===== config.mk =====
export PLATFORM = sky130hd
export DESIGN_NAME = id_hazard_pipe
export DESIGN_NICKNAME = d
export VERILOG_FILES = /design/src/rtl/id_hazard_pipe.sv
export SDC_FILE = /design/constraint.sdc
export NUM_CORES = 1
export LEC_CHECK = 0
export CAP_MARGIN = 30
export CORE_MARGIN = 2
export CORE_UTILIZATION = 43
export DETAILED_ROUTE_END_ITERATION = 16
export PLACE_DENSITY = 0.83
export SETUP_SLACK_MARGIN = 0.4
export SLEW_MARGIN = 20
export SYNTH_ARGS = -nofsm -noshare
export SYNTH_HDL_FRONTEND = slang
export SYNTH_SLANG_ARGS = --single-unit
export TNS_END_PERCENT = 100

===== constraint.sdc =====
create_clock -name clk -period 10.1 [get_ports clk]
set_input_delay 2.02 -clock clk [delete_from_list [all_inputs] [get_ports clk]]
set_output_delay 2.02 -clock clk [all_outputs]
set_load 0.005 [all_outputs]

===== src/rtl/id_hazard_pipe.sv =====
// ID-stage register with forwarding scoreboard, load-use bubble insertion and flush.
// Optional performance counters are compiled in when ID_HAZARD_PERF_EN is defined.
module id_hazard_pipe #(
  parameter int RF_AW     = 5,
  parameter int PAYLOAD_W = 96,
  parameter int FWD_DEPTH = 2,
  parameter int SEL_W     = $clog2(FWD_DEPTH + 1)
) (
  input  logic                 clk,
  input  logic                 rst,
  input  logic                 if2id_valid,
  output logic                 if2id_ready,
  input  logic                 dec_reg_wen,
  input  logic [RF_AW-1:0]     dec_reg_waddr,
  input  logic [RF_AW-1:0]     dec_rs1_addr,
  input  logic [RF_AW-1:0]     dec_rs2_addr,
  input  logic                 dec_rs1_used,
  input  logic                 dec_rs2_used,
  input  logic                 dec_is_load,
  input  logic                 dec_ill_instr,
  input  logic [PAYLOAD_W-1:0] dec_payload,
  input  logic                 flush,
  input  logic                 id2ex_ready,
  output logic                 id2ex_valid,
  output logic                 id2ex_reg_wen,
  output logic [RF_AW-1:0]     id2ex_reg_waddr,
  output logic                 id2ex_is_load,
  output logic                 id2ex_ill_instr,
  output logic [PAYLOAD_W-1:0] id2ex_payload,
  output logic [SEL_W-1:0]     id2ex_rs1_fwd_sel,
  output logic [SEL_W-1:0]     id2ex_rs2_fwd_sel
`ifdef ID_HAZARD_PERF_EN
  ,
  output logic [31:0]          perf_stall_cnt,
  output logic [31:0]          perf_bubble_cnt,
  output logic [31:0]          perf_flush_cnt
`endif
);

  localparam int SB_N = (FWD_DEPTH > 1) ? FWD_DEPTH - 1 : 1;

  function automatic logic src_hit(input logic             ent_v,
                                   input logic [RF_AW-1:0] ent_a,
                                   input logic [RF_AW-1:0] rs,
                                   input logic             used);
    return ent_v & used & (rs != '0) & (rs == ent_a);
  endfunction

  // Youngest (lowest index) matching entry wins.
  function automatic logic [SEL_W-1:0] pick_sel(input logic hits [FWD_DEPTH]);
    logic [SEL_W-1:0] sel;
    sel = '0;
    for (int k = FWD_DEPTH - 1; k >= 0; k--) begin
      if (hits[k]) sel = SEL_W'(k + 1);
    end
    return sel;
  endfunction

  logic                 valid_q, valid_d;
  logic                 wen_q, wen_d;
  logic [RF_AW-1:0]     waddr_q, waddr_d;
  logic                 is_load_q, is_load_d;
  logic                 ill_q, ill_d;
  logic [PAYLOAD_W-1:0] payload_q, payload_d;
  logic [SEL_W-1:0]     sel1_q, sel1_d;
  logic [SEL_W-1:0]     sel2_q, sel2_d;

  logic                 sb_wen_q  [SB_N];
  logic                 sb_wen_d  [SB_N];
  logic [RF_AW-1:0]     sb_addr_q [SB_N];
  logic [RF_AW-1:0]     sb_addr_d [SB_N];

  logic                 ent_v  [FWD_DEPTH];
  logic [RF_AW-1:0]     ent_a  [FWD_DEPTH];
  logic                 rs1_hit [FWD_DEPTH];
  logic                 rs2_hit [FWD_DEPTH];

  logic advance;
  logic e0_load_match;
  logic stall;
  logic valid_in;

  // Entry 0 is the id2ex register; deeper entries come from the shift register.
  always_comb begin
    ent_v[0] = valid_q & wen_q;
    ent_a[0] = waddr_q;
    for (int k = 1; k < FWD_DEPTH; k++) begin
      ent_v[k] = sb_wen_q[k-1];
      ent_a[k] = sb_addr_q[k-1];
    end
    for (int k = 0; k < FWD_DEPTH; k++) begin
      rs1_hit[k] = src_hit(ent_v[k], ent_a[k], dec_rs1_addr, dec_rs1_used);
      rs2_hit[k] = src_hit(ent_v[k], ent_a[k], dec_rs2_addr, dec_rs2_used);
    end
  end

  assign advance       = id2ex_ready | ~valid_q;
  assign e0_load_match = is_load_q & (rs1_hit[0] | rs2_hit[0]);
  assign stall         = if2id_valid & e0_load_match;
  assign valid_in      = if2id_valid & ~stall;
  assign if2id_ready   = advance & ~stall & ~flush;

  always_comb begin
    valid_d   = valid_q;
    wen_d     = wen_q;
    waddr_d   = waddr_q;
    is_load_d = is_load_q;
    ill_d     = ill_q;
    payload_d = payload_q;
    sel1_d    = sel1_q;
    sel2_d    = sel2_q;
    if (flush) begin
      valid_d   = 1'b0;
      wen_d     = 1'b0;
      is_load_d = 1'b0;
      ill_d     = 1'b0;
    end else if (advance) begin
      valid_d   = valid_in;
      wen_d     = dec_reg_wen & ~dec_ill_instr & valid_in;
      waddr_d   = dec_reg_waddr;
      is_load_d = dec_is_load & ~dec_ill_instr;
      ill_d     = dec_ill_instr & valid_in;
      payload_d = dec_payload;
      sel1_d    = pick_sel(rs1_hit);
      sel2_d    = pick_sel(rs2_hit);
    end
  end

  // A flushed id2ex instruction enters the scoreboard as a non-writer.
  always_comb begin
    for (int j = 0; j < SB_N; j++) begin
      sb_wen_d[j]  = sb_wen_q[j];
      sb_addr_d[j] = sb_addr_q[j];
    end
    if (id2ex_ready) begin
      sb_wen_d[0]  = valid_q & wen_q & ~flush;
      sb_addr_d[0] = waddr_q;
      for (int j = 1; j < SB_N; j++) begin
        sb_wen_d[j]  = sb_wen_q[j-1];
        sb_addr_d[j] = sb_addr_q[j-1];
      end
    end
  end

  always_ff @(posedge clk or posedge rst) begin
    if (rst) begin
      valid_q   <= 1'b0;
      wen_q     <= 1'b0;
      waddr_q   <= '0;
      is_load_q <= 1'b0;
      ill_q     <= 1'b0;
      payload_q <= '0;
      sel1_q    <= '0;
      sel2_q    <= '0;
      for (int j = 0; j < SB_N; j++) begin
        sb_wen_q[j]  <= 1'b0;
        sb_addr_q[j] <= '0;
      end
    end else begin
      valid_q   <= valid_d;
      wen_q     <= wen_d;
      waddr_q   <= waddr_d;
      is_load_q <= is_load_d;
      ill_q     <= ill_d;
      payload_q <= payload_d;
      sel1_q    <= sel1_d;
      sel2_q    <= sel2_d;
      for (int j = 0; j < SB_N; j++) begin
        sb_wen_q[j]  <= sb_wen_d[j];
        sb_addr_q[j] <= sb_addr_d[j];
      end
    end
  end

  assign id2ex_valid       = valid_q;
  assign id2ex_reg_wen     = wen_q;
  assign id2ex_reg_waddr   = waddr_q;
  assign id2ex_is_load     = is_load_q;
  assign id2ex_ill_instr   = ill_q;
  assign id2ex_payload     = payload_q;
  assign id2ex_rs1_fwd_sel = sel1_q;
  assign id2ex_rs2_fwd_sel = sel2_q;

`ifdef ID_HAZARD_PERF_EN
  logic [31:0] stall_cnt_q, stall_cnt_d;
  logic [31:0] bubble_cnt_q, bubble_cnt_d;
  logic [31:0] flush_cnt_q, flush_cnt_d;

  always_comb begin
    stall_cnt_d  = stall_cnt_q + {31'd0, stall};
    bubble_cnt_d = bubble_cnt_q + {31'd0, ~valid_q & id2ex_ready};
    flush_cnt_d  = flush_cnt_q + {31'd0, flush};
  end

  always_ff @(posedge clk or posedge rst) begin
    if (rst) begin
      stall_cnt_q  <= '0;
      bubble_cnt_q <= '0;
      flush_cnt_q  <= '0;
    end else begin
      stall_cnt_q  <= stall_cnt_d;
      bubble_cnt_q <= bubble_cnt_d;
      flush_cnt_q  <= flush_cnt_d;
    end
  end

  assign perf_stall_cnt  = stall_cnt_q;
  assign perf_bubble_cnt = bubble_cnt_q;
  assign perf_flush_cnt  = flush_cnt_q;
`endif

endmodule


==> results of run 1 <==
metal layers:
metal / global-route usage [%] / wire [um] / share of wire (%)
met5: 0 / 0 / 0
met4: 11.7 / 456 / 3.4
met3: 7.02 / 826 / 6.2
met2: 40.3 / 7030 / 53
met1: 25.9 / 4970 / 37
power breakdown:
part	total [uW]	switching [uW]	internal (uW)	leakage, uW
logic	259	100	158	0.00196
registers	548	35.3	513	0.00142
clock network	599	200	399	0.000289
total	1410	336	1070	0.00367
metrics by stage:
stage	setup WS, ns	total power (uW)	hold slack [ns]
floorplan	5.02	636	0.470
detailed placement	3.82	812	0.461
CTS	3.79	1420	0.476
global route	3.66	1470	0.492
finish	3.82	1410	0.472
global placement	3.69	803	0.456
flip-flops by register name (all words and copies together) (netlist names):
name and cells:
id2ex_is_load 1, sb_wen_q 1, id2ex_rs1_fwd_sel 2, id2ex_ill_instr 1
id2ex_payload 96, id2ex_reg_wen 1, sb_addr_q 5, id2ex_rs2_fwd_sel 2
id2ex_valid 1, id2ex_reg_waddr 5
worst reg2reg max path, cell delays in order, from the launching register on:
cell	delay, ns
dfrtp_1	0.39
nand2b_1	0.19
nor2b_4	0.18
buf_4	0.40
buf_12	0.34
nand4_1	0.15
nor3_1	0.16
a22o_1	0.15
layout make-up:
class | count | area [sq um] | share of cell area [%]
inverter | 3 | 13.8 | 0.179
multi-input combinational | 364 | 1640 | 21.3
clock inverter | 9 | 128 | 1.66
timing repair buffer | 235 | 2380 | 31.0
clock buffer | 22 | 473 | 6.16
sequential | 115 | 2880 | 37.5
tap | 136 | 170 | 2.21
worst paths after layout:
| check | start | to | slack, ns |
|---|---|---|---|
| max | id2ex_ready | if2id_ready | 3.82 |
| min | id2ex_payload[73] | id2ex_payload[73] | 0.47 |
| max reg2reg | id2ex_valid | id2ex_rs1_fwd_sel[1] | 8.08 |
| min reg2reg | id2ex_payload[73] | id2ex_payload[73] | 0.47 |
| max in group asynchronous | rst | id2ex_payload[32] | 7.17 |
| min in group asynchronous | rst | id2ex_payload[20] | 1.92 |
layout by cell type, fill, tap and decap left out, drive strengths merged, types with 2 or more instances in the layout:
master | netlist | routed
nand2 | 309 | 309
clkdlybuf4s50 | 0 | 230
dfrtp | 115 | 115
clkbuf | 10 | 22
xnor2 | 18 | 18
mux2 | 6 | 6
buf | 15 | 5
nand4 | 4 | 4
or4 | 4 | 4
o21ai | 4 | 4
bufinv | 0 | 3
clkinv | 0 | 3
clkinvlp | 0 | 3
inv | 3 | 3
xor2 | 2 | 2
nor2 | 2 | 2
nand3 | 2 | 2
nor3 | 2 | 2
a22o | 2 | 2
nand2b | 2 | 2
logic make-up after synthesis:
family          Yosys count
compound gates           12
xor+xnor                 20
buf+inv                  28
flops                   115
mux                       6
simple gates            326
==> results.md, run 1 <==
* FMAX at approximately 0.16 GHz
* Synth-to-layout area growth at 66.2%
* CP Data Arrival Time at 4.26 ns
* Die Wd at about 110 um
* Setup crit start kind: input port
* Drt pass-1 iters at 4
* Crit. End Element: output port
* Dpl hpwl at 9370 um
* Worst-Margin Slew at 0.542 ns
* Cts repair resizes at 0
* Post-synthesis compound-gate area fraction at 2.36%
* Worst Reg-to-Reg Cells at 7
* Synth top cells by count: nand2_1, dfrtp_1, xnor2_1
* GRT Resource Usage Total at 23.3%
* Largest family of logic cells by synthesized area: simple AND/OR/NAND/NOR gates
* Adder-cell share of the synthesized area at 0%
* Post-DRT Antenna Nets at 0
* WP depth at 6
* Hold WC Path Type: reg2reg
* Share of the synthesized area in the top cell type at 62.3%
* Placed cell area at roughly 7000 sq um
* Fin crit period at 6.28 ns
* Mux contribution to synthesized area at 1.46%
* Remaining DRCs at 0
* Synth Area in Simple Gates at 27.4%
* CTS Sinks at approximately 120
* Vias in the first global route at 4341
* Die Height at 108 um
* Max Cap Viol at 0
* Final nets at 857
* First-pass GRT wire length at 20800 um
* # rows at 37
* H-tree levels at 4
* Buffers on Ports at 230
* Max Slew Vio Count at 0
* Status: complete, no violations
* Initial antenna violation count at 0
* DR iter-0 viols at 316
* Clock Latency Late Sink at 0.50 ns
* Gpl congestion at 0.769
* Worst path required time at between 8 and 9 ns
* Synthesized Nets at between 600 and 700
* CTS root buffer: clkbuf_8
* EDFF count, synth at 0
* Pleak at roughly 0.0037 uW
* Count leader, synth: nand2_1
* Avg Cell Area, Syn at between 9 and 10 sq um
* Starting Density at 44.6%
* Top_reg_cell synth: dfrtp_1
* Fill cells at 733
* Setup TNS at 0 ns
* Num CTS Buffers at 17
* Layout cells sized above 1 at 6.68%
* Pin count of the biggest net entering global routing at 106
* Final core utilization at 74.1%
* Rel. slew slack at 63.9%
* Design area at 7680 sq um
* WS Path Type: in2out
* Power per standard cell area at 183 nW/um^2
* Hold path cells at 2
* Via count at 4229
* Largest stage delay on the critical path at 0.64 ns
* CP Cell Sequence: clkdlybuf4s50_1 -> nand2b_1 -> nand2b_4 -> buf_12 -> a21oi_1 -> clkdlybuf4s50_1
* Final Hold Fails at 0
* Final cell count without fillers at 884
* Setup bufs post-CTS at 0
* Fin crit share at 62.1%
* CP max FO at 58
* Crit-path most repeated cell: clkdlybuf4s50_1
* Synth area leader: dfrtp_1
* # diodes at 0
* Synth Warn # at 0
* CTS tree: done
* Clk_skew at 0.00724 ns
* Worst vdd ir at 0.121 mV
* Clk pin slew, worst setup/hold paths at 0.05 ns
* Slowest cell on the critical path: clkdlybuf4s50_1
* Synth async-reset ratio at 100%
* Sequential share of the synthesized area at between 60% and 70%
* Setup violations, final at 0
* CTS Hold Bufs at 0
* Area of the die at 11600 sq um
* DRT Wirelength at 13300 um
* Netlist cell types at 25
* Post-DR vias/cell at 4.78
* Max clock buf depth at 2
* Placed cell count at 851
* Worst Path Buf+Inv at 3
* Mean routed wirelength per cell at 15.0 um
* Synth top area cells: dfrtp_1, nand2_1, xnor2_1
* RSZ-0062 raised after global routing: no
* GRT overflow at 0
* Crit-path leading delay family: buffers and inverters
* Post-Syn Area at approximately 4600 sq um
* Synth Area in XOR/XNOR at 3.79%
* Count of state elements after synthesis at around 120
* Post-synthesis cell count at approximately 510
* # IOs at 231
* Core Area at 10400 sq um
(Power assumes the default switching activity.)
==> run 2: changes to the inputs <==
--- a/config.mk
+++ b/config.mk
@@ -7,9 +7,9 @@
 export LEC_CHECK = 0
 export CAP_MARGIN = 30
 export CORE_MARGIN = 2
-export CORE_UTILIZATION = 43
+export CORE_UTILIZATION = 40
 export DETAILED_ROUTE_END_ITERATION = 16
-export PLACE_DENSITY = 0.83
+export PLACE_DENSITY = 0.78
 export SETUP_SLACK_MARGIN = 0.4
 export SLEW_MARGIN = 20
 export SYNTH_ARGS = -nofsm -noshare
==> constraint.sdc (replaced) <==
create_clock -name clk -period 6.55 [get_ports clk]
set_input_delay 1.31 -clock clk [delete_from_list [all_inputs] [get_ports clk]]
set_output_delay 1.31 -clock clk [all_outputs]
set_load 0.005 [all_outputs]
==> run 2 against run 1 <==
Flip-flop and latch count did not move; critical path depth increased by 1; first-iteration DRC count shrank 26%; sequential power increased by 54%; global-route usage decreased by 1.4 points; clock power rose by 40%; sequential share of layout area up 0.33 points; worst hold slack got worse by 0.0013 ns; register-to-register slack worse by 3.7 ns; non-clock buffer count is the same.
==> results.md, run 2 (synthesis results as in run 1) <==
* Buffers on Ports at 230 (unchanged)
* # IOs at 231 (unchanged)
* Commonest non-fill, non-tap cell in the layout: nand2_1
* Final Hold Fails at 0 (unchanged)
* Clk_skew at 0.0132 ns (+0.00592 ns)
* Die Height at 111 um (+3.5%)
* Setup TNS at 0 ns (unchanged)
* Met3 wire len at 879 um (+6.4%)
* Reg-to-reg startpoint: id2ex_valid
* CP Data Arrival Time at 3.48 ns (-0.78 ns)
* Drt pass-1 iters at 4 (unchanged)
* Pin count of the biggest net entering global routing at 62 (-42%)
* Met2 WL post-DR at 6660 um (-5.3%)
* Max clock buf depth at 2 (unchanged)
* CP max FO at 4 (-93%)
* WS Path Type: in2out
* Most frequent cells in the layout: nand2_1, clkdlybuf4s50_1, dfrtp_1, xnor2_1, clkbuf_16
* Clk pin slew, worst setup/hold paths at 0.05 ns (about the same)
* Worst-Margin Slew at 0.750 ns (+0.209 ns)
* Core Area at 11400 sq um (+9.6%)
* Max Cap Viol at 0 (unchanged)
* Hold path cells at 2 (unchanged)
* GRT overflow at 0 (unchanged)
* Starting Density at 40.7% (-3.9 points)
* Status: complete, no violations
* RSZ-0062 raised after global routing: no
* Mean routed wirelength per cell at 14.6 um (-2.8%)
* # rows at 39 (+5.4%)
* Gpl congestion at 0.813 (+5.7%)
* Die Wd at 111 um (+3.5%)
* Vias in the first global route at 4434 (+2.1%)
* Final nets at 857 (unchanged)
* Num CTS Buffers at 17 (unchanged)
* Post-DR vias/cell at 4.65 (-2.8%)
* CTS Sinks at 115 (unchanged)
* Rel. slew slack at 50.0% (-14 points)
* # diodes at 0 (unchanged)
* FMAX at ~0.21 GHz
* CTS tree: done
* Metal-1 WL at 5160 um (+3.9%)
* Worst vdd ir at 0.140 mV (+16%)
* Area of the die at 12400 sq um (+7.2%)
* Setup crit start kind: input port
* DR iter-0 viols at 235 (-26%)
* Clock Latency Late Sink at 0.41 ns (-0.09 ns)
* R2R setup slack at 4.40 ns (-3.68 ns)
* Dpl hpwl at 9380 um (+0.16%)
* Place WS at 1.77 ns (-2.05 ns)
* Post-DRT Antenna Nets at 0 (unchanged)
* Cts repair resizes at 0 (unchanged)
* RR Endpoint: id2ex_reg_waddr[4]
* Final WS setup at 1.76 ns (-2.07 ns)
* Max reg flops at 96 (unchanged)
* DRT Wirelength at 13000 um (-1.9%)
* GRT Resource Usage Total at 21.9% (-1.4 points)
* Hold Crit Endpoint: id2ex_payload[32]
* Worst path required time at 5.24 ns (-2.84 ns)
* First-pass GRT wire length at 21700 um (+4.4%)
* Setup bufs post-CTS at 0 (unchanged)
* Pleak at 0.00363 uW (-1.1%)
* Synth-to-layout area growth at 64.8%
* H-tree levels at 4 (unchanged)
* CTS Hold Bufs at 0 (unchanged)
* Via count at 4148 (-1.9%)
* Worst Reg-to-Reg Cells at 6 (-1)
* Setup violations, final at 0 (unchanged)
* Power per standard cell area at 273 nW/um^2 (+49%)
* Max Slew Vio Count at 0 (unchanged)
* Max Used Layer: met4
* Hold WC Path Type: reg2reg
* Crit. End Element: output port
* Min-delay src: id2ex_payload[32]
* Fin crit period at 4.79 ns
* Remaining DRCs at 0 (unchanged)
* Fin crit share at about three quarters
* Initial antenna violation count at 0 (unchanged)
* Layout cells sized above 1 at 6.81% (+0.12 points)
* CTS root buffer: clkbuf_16
-- run 2: cell types whose count changed in the layout (fill, tap and decap cells not counted), moves of 2 or more --
cell        previous run  this run
bufinv_16              3         1
clkbuf_8               5         0
clkinv_2               3         6
clkinvlp_4             3         5
-- run 2: power by group --
part | internal [uW] | switching (uW)
Clock | 517 | 321
Combinational | 243 | 151
Sequential | 791 | 54.3
-- run 2: area by class of cell --
cell class	instances	area (sq um)
fill	907	3750
sequential	115	2880
timing repair buffer	235	2360
multi-input combinational	364	1640
clock buffer	18	429
tap	143	179
clock inverter	14	115
inverter	3	13.8
-- run 2: worst max-delay path, cell delays in order --
cell and delay, ns:
clkdlybuf4s50_1 0.47, or4_1 0.60, o21ai_2 0.16, or4_4 0.17, a21boi_4 0.07, a21oi_1 0.17
clkdlybuf4s50_1 0.52
-- run 2: metal layers --
metal / vias to the layer above / track usage (%)
met3: 27 / 7.02
met2: 165 / 37.2
met4: 0 / 10.4
met5: - / 0
met1: 1928 / 25.2
li1: 2028 / -
-- run 2: worst max path at each step --
| stage | start | endpoint | slack (ns) | cells past startpoint |
|---|---|---|---|---|
| finish | dec_rs1_addr[1] | if2id_ready | 1.76 | 7 |
| global route | dec_rs1_addr[1] | if2id_ready | 1.65 | 7 |
| CTS | dec_rs2_addr[4] | if2id_ready | 1.76 | 7 |
| detailed placement | dec_rs2_addr[4] | if2id_ready | 1.77 | 7 |
| global placement | dec_rs2_addr[4] | if2id_ready | 1.85 | 7 |
| floorplan | rst | id2ex_ill_instr | 2.20 | 1 |
-- run 2: metrics by stage --
step                power [uW]  utilization [%]  cell area [sq um]  instances  hold WS [ns]
floorplan                  981                -               4620        507         0.470
global placement          1240             61.8               7030        858         0.455
detailed placement        1250             62.2               7070        860         0.461
CTS                       2100             67.0               7610        892         0.475
global route              2180             67.0               7610        892         0.499
finish                    2080             67.0               7610        892         0.471
==> run 3: changes to the inputs <==
==> constraint.sdc (replaced) <==
create_clock -name clk -period 5 [get_ports clk]
set_input_delay 1 -clock clk [delete_from_list [all_inputs] [get_ports clk]]
set_output_delay 1 -clock clk [all_outputs]
set_load 0.005 [all_outputs]
==> run 3 against run 2 <==
Die area unchanged; total power up 31%; via count is 0.12% lower.
==> results.md, run 3 (synthesis results as in run 1) <==
* # rows at 39 (unchanged)
* DR iter-0 viols at 269 (+14%)
* CP Data Arrival Time at 3.12 ns (-0.36 ns)
* Pin count of the biggest net entering global routing at 59 (-4.8%)
* Power per standard cell area at 358 nW/um^2 (+31%)
* Area of the multi-input gates at 1640 sq um (unchanged)
* First-pass GRT wire length at 21200 um (-2.6%)
* Starting Density at 40.7% (unchanged)
* Max reg flops at 96 (unchanged)
* R2R setup slack at 3.21 ns (-1.19 ns)
* Buffers on Ports at 230 (unchanged)
* Crit. End Element: output port
* Max clock buf depth at 2 (unchanged)
* Critical Path Source: dec_rs2_addr[2]
* Worst Reg-to-Reg Cells at 5 (-1)
* DRT Wirelength at 12800 um (-1.4%)
* Worst path required time at 4.00 ns (-1.24 ns)
* Worst-Margin Slew at 0.696 ns (-0.0547 ns)
* Die Wd at 111 um (unchanged)
* Post-DRT Antenna Nets at 0 (unchanged)
* Gpl congestion at 0.800 (-1.6%)
* Fin crit share at a little over 80%
* Dpl hpwl at 9260 um (-1.3%)
* Largest stage delay on the critical path at 0.55 ns (-0.05 ns)
* Num CTS Buffers at 17 (unchanged)
* Crit-path most repeated cell: clkdlybuf4s50_1
* Reg-to-reg startpoint: id2ex_reg_waddr[1]
* Max Slew Vio Count at 0 (unchanged)
* FMAX at 0.242 GHz
* Crit-path leading delay family: buffers and inverters
* Die Height at 111 um (unchanged)
* CTS root buffer: clkbuf_16
* Commonest non-fill, non-tap cell in the layout: nand2_1
* GRT Resource Usage Total at 21.5% (-0.44 points)
* Remaining DRCs at 0 (unchanged)
* Worst hold slack at 0.470 ns (-0.000600 ns)
* CTS tree: done
* WP depth at 7 (unchanged)
* Setup crit start kind: input port
* Cts repair resizes at 0 (unchanged)
* CP Cell Sequence: clkdlybuf4s50_1 -> xnor2_1 -> nand4_1 -> or4_4 -> a21boi_4 -> a21oi_1 -> clkdlybuf4s50_1
* Placed cell area at 7070 sq um (about the same)
* Clk_skew at 0.0115 ns (-0.00165 ns)
* Setup violations, final at 0 (unchanged)
* H-tree levels at 4 (unchanged)
* Hold WC Path Type: reg2reg
* Status: complete, no violations
* Via count at 4143 (-0.12%)
* # IOs at 231 (unchanged)
* Mean routed wirelength per cell at 14.4 um (-1.4%)
* Layout cells sized above 1 at 6.54% (-0.27 points)
* Fin crit period at 4.12 ns
* Drt pass-1 iters at 6 (+2)
* Slowest cell on the critical path: or4_4
* Worst Path Buf+Inv at 2 (unchanged)
* WS Path Type: in2out
* Core Area at 11400 sq um (unchanged)
* Vias in the first global route at 4315 (-2.7%)
* CP max FO at 4 (unchanged)
* CTS Hold Bufs at 0 (unchanged)
* Post-DR vias/cell at 4.64 (-0.12%)
* Most frequent cells in the layout: nand2_1, clkdlybuf4s50_1, dfrtp_1, xnor2_1, clkbuf_16
* GRT overflow at 0 (unchanged)
* Area of the die at 12400 sq um (unchanged)
* # diodes at 0 (unchanged)
* Worst vdd ir at 0.261 mV (+86%)
* Hold path cells at 2 (unchanged)
* Final nets at 858 (+0.12%)
* Clk pin slew, worst setup/hold paths at 0.05 ns (about the same)
* Initial antenna violation count at 0 (unchanged)
* Max Cap Viol at 0 (unchanged)
* RSZ-0062 raised after global routing: no
* Clock Latency Late Sink at 0.41 ns (about the same)
* Rel. slew slack at 53.6% (+3.6 points)
* Final Hold Fails at 0 (unchanged)
* Setup TNS at 0 ns (unchanged)
* Total Power at 2730 uW (+31%)
* CTS Sinks at 115 (unchanged)
* End of the critical path: if2id_ready
* Pleak at 0.00365 uW (+0.60%)
* Sequential cell area at 2880 sq um (unchanged)
* Synth-to-layout area growth at 64.8% (about the same)
* Fill cells at 888 (-2.1%)
* Design area at 7620 sq um (about the same)
* RR Endpoint: id2ex_valid
* Setup bufs post-CTS at 0 (unchanged)
run 3: per-stage QoR:
stage / cells / worst slack [ns] / util [%]
3_3_place_gp: 860 / 0.907 / 62.0
2_1_floorplan: 507 / 0.956 / -
3_5_place_dp: 861 / 0.882 / 62.1
5_1_grt: 892 / 0.754 / 67.0
6_report: 892 / 0.876 / 67.0
4_1_cts: 892 / 0.876 / 67.0
run 3: power breakdown:
part,switching (uW),internal (uW)
clock,391,718
combinational,199,317
sequential,68.9,1040
total,659,2070
run 3: worst min-delay path by stage:
| stage | to | startpoint | slack, ns |
|---|---|---|---|
| 2_1_floorplan | id2ex_payload[0] | id2ex_payload[0] | 0.47 |
| 3_3_place_gp | id2ex_payload[1] | id2ex_payload[1] | 0.46 |
| 3_5_place_dp | id2ex_payload[46] | id2ex_payload[46] | 0.46 |
| 4_1_cts | id2ex_payload[46] | id2ex_payload[46] | 0.47 |
| 5_1_grt | id2ex_payload[2] | id2ex_payload[2] | 0.49 |
| 6_report | id2ex_payload[85] | id2ex_payload[85] | 0.47 |
run 3: final cells by class:
| class | instances | area share [%] |
|---|---|---|
| repair buffers | 236 | 31.0 |
| inverters | 3 | 0.181 |
| flip-flops and latches | 115 | 37.8 |
| multi-input cells | 364 | 21.5 |
| clock buffers | 27 | 7.00 |
| well taps | 143 | 2.35 |
| clock inverters | 4 | 0.263 |
run 3: worst reg2reg max path: stages, from the launching register on:
cell and delay (ns):
dfrtp_1 0.46, xnor2_1 0.21, nand4_1 0.10, or4_4 0.55, a21boi_4 0.22, o22ai_1 0.12
run 3: metal layers:
metal  GRT usage, %  vias to the layer above  wire length [um]
li1               -                     2031                 -
met1           24.3                     1923              5020
met2           36.3                      161              6530
met3           8.55                       28               983
met4           8.97                        0               316
met5              0                        -                 0
